===== config.mk =====
export PLATFORM = sky130hd
export DESIGN_NAME = buf_access_sched
export DESIGN_NICKNAME = d
export VERILOG_FILES = /design/src/rtl/buf_access_sched.sv
export SDC_FILE = /design/constraint.sdc
export NUM_CORES = 1
export LEC_CHECK = 0
export CAP_MARGIN = 5
export CORE_AREA = 8 8 121 123
export CTS_BUF_LIST = sky130_fd_sc_hd__clkbuf_4 sky130_fd_sc_hd__clkbuf_8 sky130_fd_sc_hd__clkbuf_16
export DETAILED_ROUTE_END_ITERATION = 8
export DIE_AREA = 0 0 129 131
export HOLD_SLACK_MARGIN = 0.1
export PLACE_DENSITY = 0.63
export SYNTH_ARGS = -nofsm -noshare
export SYNTH_HDL_FRONTEND = slang
export SYNTH_SLANG_ARGS = --single-unit

===== constraint.sdc =====
create_clock -name clk -period 1.6 [get_ports clk]
set_input_delay 0.24 -clock clk [delete_from_list [all_inputs] [get_ports clk]]
set_output_delay 0.24 -clock clk [all_outputs]
set_load 0.03 [all_outputs]

===== src/rtl/buf_access_sched.sv =====
// buf_access_sched: packet-granular sequencer for the PIFO buffer's free-list address manager.
//
// Ports:
//   clk, rstn            clock, synchronous active-low reset
//   s_wr_*               per-port enqueue word stream (valid/last in, one-hot ready out)
//   s_rd_*               dequeue request (sop address, length in words; 0 means 1)
//   am_*                 address-manager status in, write/read/first-word strobes out
//   m_wr_addr/m_wr_port  data-buffer write address and granted port
//   m_rd_*               data-buffer read address, valid, last word
//   m_desc_*             one-cycle packet descriptor (sop, length, port) after each packet
module buf_access_sched #(
    parameter int NUM_PORTS  = 2,
    parameter int ADDR_WIDTH = 12,
    parameter int LEN_WIDTH  = 8,
    localparam int PW        = $clog2(NUM_PORTS)
) (
    input  logic                  clk,
    input  logic                  rstn,
    input  logic [NUM_PORTS-1:0]  s_wr_valid,
    input  logic [NUM_PORTS-1:0]  s_wr_last,
    output logic [NUM_PORTS-1:0]  s_wr_ready,
    input  logic                  s_rd_valid,
    input  logic [ADDR_WIDTH-1:0] s_rd_sop_addr,
    input  logic [LEN_WIDTH-1:0]  s_rd_len,
    output logic                  s_rd_ready,
    input  logic [ADDR_WIDTH-1:0] am_fl_head,
    input  logic [ADDR_WIDTH-1:0] am_fl_tail_next,
    input  logic                  am_almost_full,
    input  logic                  am_is_empty,
    output logic                  am_wr_en,
    output logic                  am_rd_en,
    output logic                  am_rd_first_word_en,
    output logic [ADDR_WIDTH-1:0] am_rd_pkt_sop_addr,
    output logic [ADDR_WIDTH-1:0] m_wr_addr,
    output logic [PW-1:0]         m_wr_port,
    output logic [ADDR_WIDTH-1:0] m_rd_addr,
    output logic                  m_rd_valid,
    output logic                  m_rd_last,
    output logic                  m_desc_valid,
    output logic [ADDR_WIDTH-1:0] m_desc_sop_addr,
    output logic [LEN_WIDTH-1:0]  m_desc_len,
    output logic [PW-1:0]         m_desc_port
);

    typedef enum logic {W_IDLE, W_PKT} w_state_t;
    typedef enum logic [1:0] {R_IDLE, R_FIRST, R_BODY} r_state_t;

    w_state_t              w_state;
    r_state_t              r_state;
    logic [PW-1:0]         g;
    logic [PW-1:0]         rr_ptr;
    logic [LEN_WIDTH-1:0]  wcnt;
    logic [ADDR_WIDTH-1:0] sop_addr;
    logic [ADDR_WIDTH-1:0] rd_sop;
    logic [LEN_WIDTH-1:0]  rd_len;
    logic [LEN_WIDTH-1:0]  rcnt;

    // Round-robin pick: rotate valids so rr_ptr sits at bit 0, take the lowest set bit,
    // then add rr_ptr back modulo NUM_PORTS.
    logic [2*NUM_PORTS-1:0] rot_full;
    logic [PW-1:0]          off;
    logic [PW:0]            sum;
    logic [PW-1:0]          pick;

    always_comb begin
        rot_full = {s_wr_valid, s_wr_valid} >> rr_ptr;
        off = '0;
        for (int i = NUM_PORTS - 1; i >= 0; i--)
            if (rot_full[i]) off = PW'(i);
        sum = {1'b0, rr_ptr} + {1'b0, off};
        pick = (sum >= (PW+1)'(NUM_PORTS)) ? PW'(sum - (PW+1)'(NUM_PORTS)) : sum[PW-1:0];
    end

    logic                 wr_beat;
    logic [LEN_WIDTH-1:0] wcnt_inc;
    logic [PW-1:0]        g_next;

    assign wr_beat    = (w_state == W_PKT) && s_wr_valid[g];
    assign wcnt_inc   = (&wcnt) ? wcnt : wcnt + 1'b1;
    assign g_next     = (g == PW'(NUM_PORTS - 1)) ? '0 : g + 1'b1;
    assign s_wr_ready = (w_state == W_PKT) ? (NUM_PORTS'(1) << g) : '0;
    assign am_wr_en   = wr_beat;
    assign m_wr_addr  = wr_beat ? am_fl_head : '0;
    assign m_wr_port  = g;

    always_ff @(posedge clk) begin
        if (!rstn) begin
            w_state         <= W_IDLE;
            g               <= '0;
            rr_ptr          <= '0;
            wcnt            <= '0;
            sop_addr        <= '0;
            m_desc_valid    <= 1'b0;
            m_desc_sop_addr <= '0;
            m_desc_len      <= '0;
            m_desc_port     <= '0;
        end else begin
            m_desc_valid <= 1'b0;
            if (w_state == W_IDLE) begin
                if (|s_wr_valid && !am_almost_full) begin
                    g       <= pick;
                    wcnt    <= '0;
                    w_state <= W_PKT;
                end
            end else if (wr_beat) begin
                if (wcnt == '0) sop_addr <= am_fl_head;
                wcnt <= wcnt_inc;
                if (s_wr_last[g]) begin
                    w_state         <= W_IDLE;
                    rr_ptr          <= g_next;
                    m_desc_valid    <= 1'b1;
                    // A one-word packet has its sop in the same beat, before sop_addr is loaded.
                    m_desc_sop_addr <= (wcnt == '0) ? am_fl_head : sop_addr;
                    m_desc_len      <= wcnt_inc;
                    m_desc_port     <= g;
                end
            end
        end
    end

    logic rd_first;
    logic rd_body;

    assign rd_first            = (r_state == R_FIRST);
    assign rd_body             = (r_state == R_BODY) && !am_is_empty;
    assign s_rd_ready          = rstn && (r_state == R_IDLE) && !am_is_empty;
    assign am_rd_first_word_en = rd_first;
    assign am_rd_en            = rd_first || rd_body;
    assign m_rd_valid          = rd_first || rd_body;
    assign am_rd_pkt_sop_addr  = rd_first ? rd_sop : '0;
    assign m_rd_addr           = rd_first ? rd_sop : rd_body ? am_fl_tail_next : '0;
    assign m_rd_last           = rd_first ? (rd_len <= LEN_WIDTH'(1)) : rd_body && (rcnt == LEN_WIDTH'(1));

    always_ff @(posedge clk) begin
        if (!rstn) begin
            r_state <= R_IDLE;
            rd_sop  <= '0;
            rd_len  <= '0;
            rcnt    <= '0;
        end else begin
            case (r_state)
                R_IDLE: if (s_rd_valid && s_rd_ready) begin
                    rd_sop  <= s_rd_sop_addr;
                    rd_len  <= s_rd_len;
                    r_state <= R_FIRST;
                end
                R_FIRST: begin
                    rcnt    <= (rd_len == '0) ? '0 : rd_len - 1'b1;
                    r_state <= (rd_len <= LEN_WIDTH'(1)) ? R_IDLE : R_BODY;
                end
                R_BODY: if (rd_body) begin
                    rcnt <= rcnt - 1'b1;
                    if (rcnt == LEN_WIDTH'(1)) r_state <= R_IDLE;
                end
                default: r_state <= R_IDLE;
            endcase
        end
    end

endmodule


# Word level (Yosys, flattened, before mapping)
# Index checks and enable logic that the tools add are counted.
[word_totals] in_bits=53 ff_bits=75 out_inout_bits=67
[op_classes] eq_ne=7 shift=2 n_lt_le_gt_ge=3 bitwise_logic=1 n_mux=32 add_sub_neg=6 reduce_logical=25
[op_table] cell="$mux W12" count=5
[op_table] cell="$mux W8" count=6
[op_table] cell="$logic_not A8 Y1" count=2
[op_table] cell="$pmux W8 S2" count=1
[op_table] cell="$sub A8 B1 Y8 const B" count=2
[op_table] cell="$mux W1" count=14
[op_table] cell="$mux W2" count=5
[op_table] cell="$reduce_and A2 Y1" count=5
[op_table] cell="$reduce_and A3 Y1" count=3
[op_table] cell="$add A8 B1 Y8 const B" count=1
[op_table] cell="$eq A8 B1 Y1 const B" count=1
[op_table] cell="$le A8 B1 Y1 const B" count=1
[op_table] cell="$reduce_and A8 Y1" count=1
[op_table] cell="$logic_and A1 B1 Y1" count=7
[op_table] cell="$ne A2 B1 Y1 const B" count=3
[op_table] cell="$pmux W2 S3" count=1
[op_table] cell="$reduce_bool A2 Y1" count=2
[op_table] cell="$shr A4 B1 Y2" count=1
[op_table] cell="$add A1 B1 Y2" count=1
[op_table] cell="$eq A2 B1 Y1 const B" count=1
[op_table] cell="$eq A2 B2 Y1 const B" count=1
[op_table] cell="$ge A2 B2 Y1 const B" count=1
[op_table] cell="$logic_not A1 Y1" count=2
[op_table] cell="$logic_not A2 Y1" count=1
[op_table] cell="8 further kinds" count=8

# Longest topological paths before layout
[logic_depth] word_depth=6 mapped_depth=7

# Worst setup path before layout
# No wires, ideal clock.
[synth_timing] kind="register to register" start="register r_state[0]" end="register rd_len[7]" setup_slack_ps=-749 setup_time_ps=70 period_less_slack_ps=2349 n_path_buf=2 stages_incl_launch_ff=8 t_arrival_ps=2278 path_cell_list="dfxtp_1 -> buf_2 -> nor4b_1 -> nand2_1 -> inv_1 -> buf_2 -> nand2_1 -> a21oi_1"
[synth_via] elab_chain_cells=5
[synth_lines] element="start: declaration" line="49" source="r_state_t r_state;"
[synth_lines] element="start signal: assignment" line="149" source="r_state <= (rd_len <= LEN_WIDTH'(1)) ? R_IDLE : R_BODY;"
[synth_lines] element="$logic_not A2 Y1" line="126" source="assign s_rd_ready = rstn && (r_state == R_IDLE) && !am_is_empty;"
[synth_lines] element="$logic_and A1 B1 Y1 (2 in a row)" line="126"
[synth_lines] element="net s_rd_ready" line="25" source="output logic s_rd_ready,"
[synth_lines] element="$logic_and A1 B1 Y1" line="142" source="R_IDLE: if (s_rd_valid && s_rd_ready) begin"
[synth_lines] element="$reduce_and A2 Y1 (no source line)"
[synth_lines] element="end signal: assignment" line="144" source="rd_len <= s_rd_len;"
[synth_lines] element="end: declaration" line="55" source="logic [LEN_WIDTH-1:0] rd_len;"
# The timed path passes the listed nets, and every way through them passes these cells.
# A chain may end at the register's enable or synchronous reset.

# Final worst setup path
[layout_timing] start="register rcnt[6]" end="output m_rd_last"
[layout_via] elab_chain_cells=3
[layout_lines] element="start: declaration" line="56" source="logic [LEN_WIDTH-1:0] rcnt;"
[layout_lines] element="start signal: assignment" line="148" source="rcnt <= (rd_len == '0) ? '0 : rd_len - 1'b1;"
[layout_lines] element="start signal: assignment" line="152" source="rcnt <= rcnt - 1'b1;"
[layout_lines] element="$eq A8 B1 Y1" line="132" source="assign m_rd_last = rd_first ? (rd_len <= LEN_WIDTH'(1)) : rd_body && (rcnt == LEN_WIDTH'(1));"
[layout_lines] element="$logic_and A1 B1 Y1" line="132"
[layout_lines] element="$mux W1" line="132"
[layout_lines] element="end: declaration" line="38" source="output logic m_rd_last,"
# Every way passes these cells.

==> flow_summary.yaml <==
die:
  coreArea_mm2: 0.0129
  rows: 42
  die_w_um: 129
  start_util_pct: 28.7
  die-area_mm2: 0.0169
  chipHeight_um: 131
  ios: 120
power:
  p_per_area_mw_per_mm2: 767
  seqPwrFrac_pct: 39.6
  ir_worst_vdd_mv: 0.528
  p_leak_nw: 2.83
  p_comb_share_pct: 20.5
  internal_power_mw: 3.55
  swShare_pct: 29.2
  power_mw: 5.02
  p_sw_mw: 1.46
  pwr-share-clk_pct: 39.9
sta:
  max_freq_mhz: 448
  slew_viol_final: 0
  timing.final.crit_period_ns: 2.23
  worst_hold_slack_ns: 0.449
  rsz0062_at_grt: "true"
  finalHoldViolCount: 0
  setup_ws_ns: -0.631
  fin_crit_sh_pct: 139
  fin_worst_skew_ns: 0.0120
  tns_ns: -4.44
  setup_viol: 31
  relSlewSlack_pct: 76.2
  worst_pin_slew_ns: 0.358
grt:
  grt_antenna_before_repair: 0
  grt_max_degree: 38
  grt_usage_pct: 15.1
  grt_pass1_wl_um: 20400
  grt-ovfl-total: 0
  first_global_vias: 4149
route:
  vias_per_cell: 4.90
  dr_total_vias: 3990
  dr.first_iter.drc_count: 246
  antenna_left: 0
  post_drt_wl_per_cell_um: 15.9
  drc_errors: 0
  dr.pass1.iters: 4
  wl_um: 13000
layout:
  design_area_mm2: 0.00654
  area_delta_synth_final_pct: 76.9
  diodes: 0
  drive_gt1_share_pct: 37.6
  final_nets: 694
  postLayoutCoreUtil_pct: 50.8
  stdcell_count: 815
place:
  place_hpwl_um: 9090
  placed_area_mm2: 0.00553
  port_buffers: 119
  place_inst: 779
  place_congestion: 0.883
  dp_slack_ns: -0.327
status:
  status: "finished, violations left"
  violations: "setup timing"
clocking:
  cts_tree: "built"
  root_buffer: "clkbuf_16"
  cts_max_level: 3
  cts_max_path_buffers: 2
  cts_hold_buffers: 0
  clk_latency_ns: 0.34
  cts_sinks: 75
  cts_buffers: 9
  clkTransAtPathRegs_ns: 0.07
synth:
  netlist_area_mm2: 0.00370
  synth.avg_cell_area_um2: 8.22
  ys_async_sr_fraction_pct: 0
  synth_fp_nets: 510
  yosys.cell_types.count: 52
  synth_common_cells: "dfxtp_1, nand2_1, a21oi_1"
  synth_cells: 450
  ys_ff_latch: 75
  synth_edf_count: 0
  yosys_warnings: 0
  netlist_top_cells_area: "dfxtp_1, nand2_1, mux2i_1"
  ys_seq_area_share_pct: 40.6
  synth_largest_area_cell: "dfxtp_1"
  synthFlopType: "dfxtp_1"
  synth_most_common_cell: "dfxtp_1"
  synth_top_area_share_pct: 40.6
critical_path:
  cp-start-kind: "flop"
  critical_path_class: "reg -> out"
  cp_max_fo: 2
  required_ns: 1.36
  endpoint_kind: "primary output"
  arrival_ns: 1.99
flow_run:
  maxCapViolCount: 0
worst_hold_path:
  hp-class: "reg -> reg"
-- worst max-delay path: stages (launching register included) --
cell	delay (ns)
dfxtp_1	0.31
or4_4	0.54
or4b_4	0.55
o22ai_4	0.11
buf_6	0.15
-- logic make-up (layout without fill, tap and decap cells) --
family | after synthesis | in the layout | synth area share, %
simple gates | 165 | 165 | 22.3
buf+inv | 48 | 237 | 5.28
compound gates | 119 | 119 | 19.9
fa+ha+maj | 7 | 7 | 2.37
mux | 27 | 27 | 7.37
xor+xnor | 9 | 9 | 2.13
flops | 75 | 75 | 40.6
-- flip-flops by register name (all words and copies together) (netlist names) --
signal           flops
m_wr_port            1
rcnt                 8
rd_len               8
wcnt                 8
m_desc_sop_addr     12
rd_sop              12
m_desc_port          1
m_desc_valid         1
m_desc_len           8
rr_ptr               1
w_state              1
r_state              2
sop_addr            12
-- routing by layer --
layer	track usage (%)	routed length (µm)
met5	0	0
met3	5.07	1010
met4	5.46	291
met1	16.4	5260
met2	26.7	6440
-- what timing repair did --
action | 4_1_cts | 5_1_grt
gates resized for setup | 117 | 53
pin swaps | 19 | 10
cloned | 1 | 0
endpoints found under the setup margin | 93 | 107
setup buffers | 12 | 9
-- cell type report --
type | count | area [µm²]
clock buffer | 9 | 225
clock inverter | 7 | 66.3
fill | 1170 | 6330
inverter | 16 | 72.6
multi-input combinational | 327 | 2460
sequential | 75 | 1510
tap | 176 | 220
timing repair buffer | 205 | 1990
-- power by group through the flow --
stage	clock [mW]	combinational, mW	sequential [mW]
finish	2.00	1.03	1.99
global route	2.13	1.11	2.00
CTS	2.04	0.960	1.98
detailed placement	0	0.887	2.02
global placement	0	0.875	2.02
floorplan	0	0.419	2.06
-- cells in the final DEF (no fill, tap or decap), types with 7 or more instances in the layout --
master,instances
a21oi_1,42
dfxtp_1,69
buf_4,67
clkbuf_16,9
inv_1,11
nand3_1,7
and2_4,12
buf_6,58
a21o_4,12
clkdlybuf4s50_1,52
nor3_1,8
dlygate4sd2_1,20
and3_4,12
nand2_1,66
a31oi_1,7
nor2_1,18
mux2i_1,24
o21ai_0,19
-- final timing paths --
| kind | startpoint | endpoint | slack (ns) | depth (start not counted) |
|---|---|---|---|---|
| worst max-delay path | rcnt[6]$_SDFFE_PN0P_ | m_rd_last | -0.63 | 4 |
| worst min-delay path | m_desc_port$_SDFFE_PN0P_ | m_desc_port$_SDFFE_PN0P_ | 0.45 | 2 |
| worst max register to register | rcnt[6]$_SDFFE_PN0P_ | r_state[1]$_SDFFE_PN0P_ | -0.22 | 5 |
| worst min register to register | m_desc_port$_SDFFE_PN0P_ | m_desc_port$_SDFFE_PN0P_ | 0.45 | 2 |
Power figures use the tool's default switching activity.
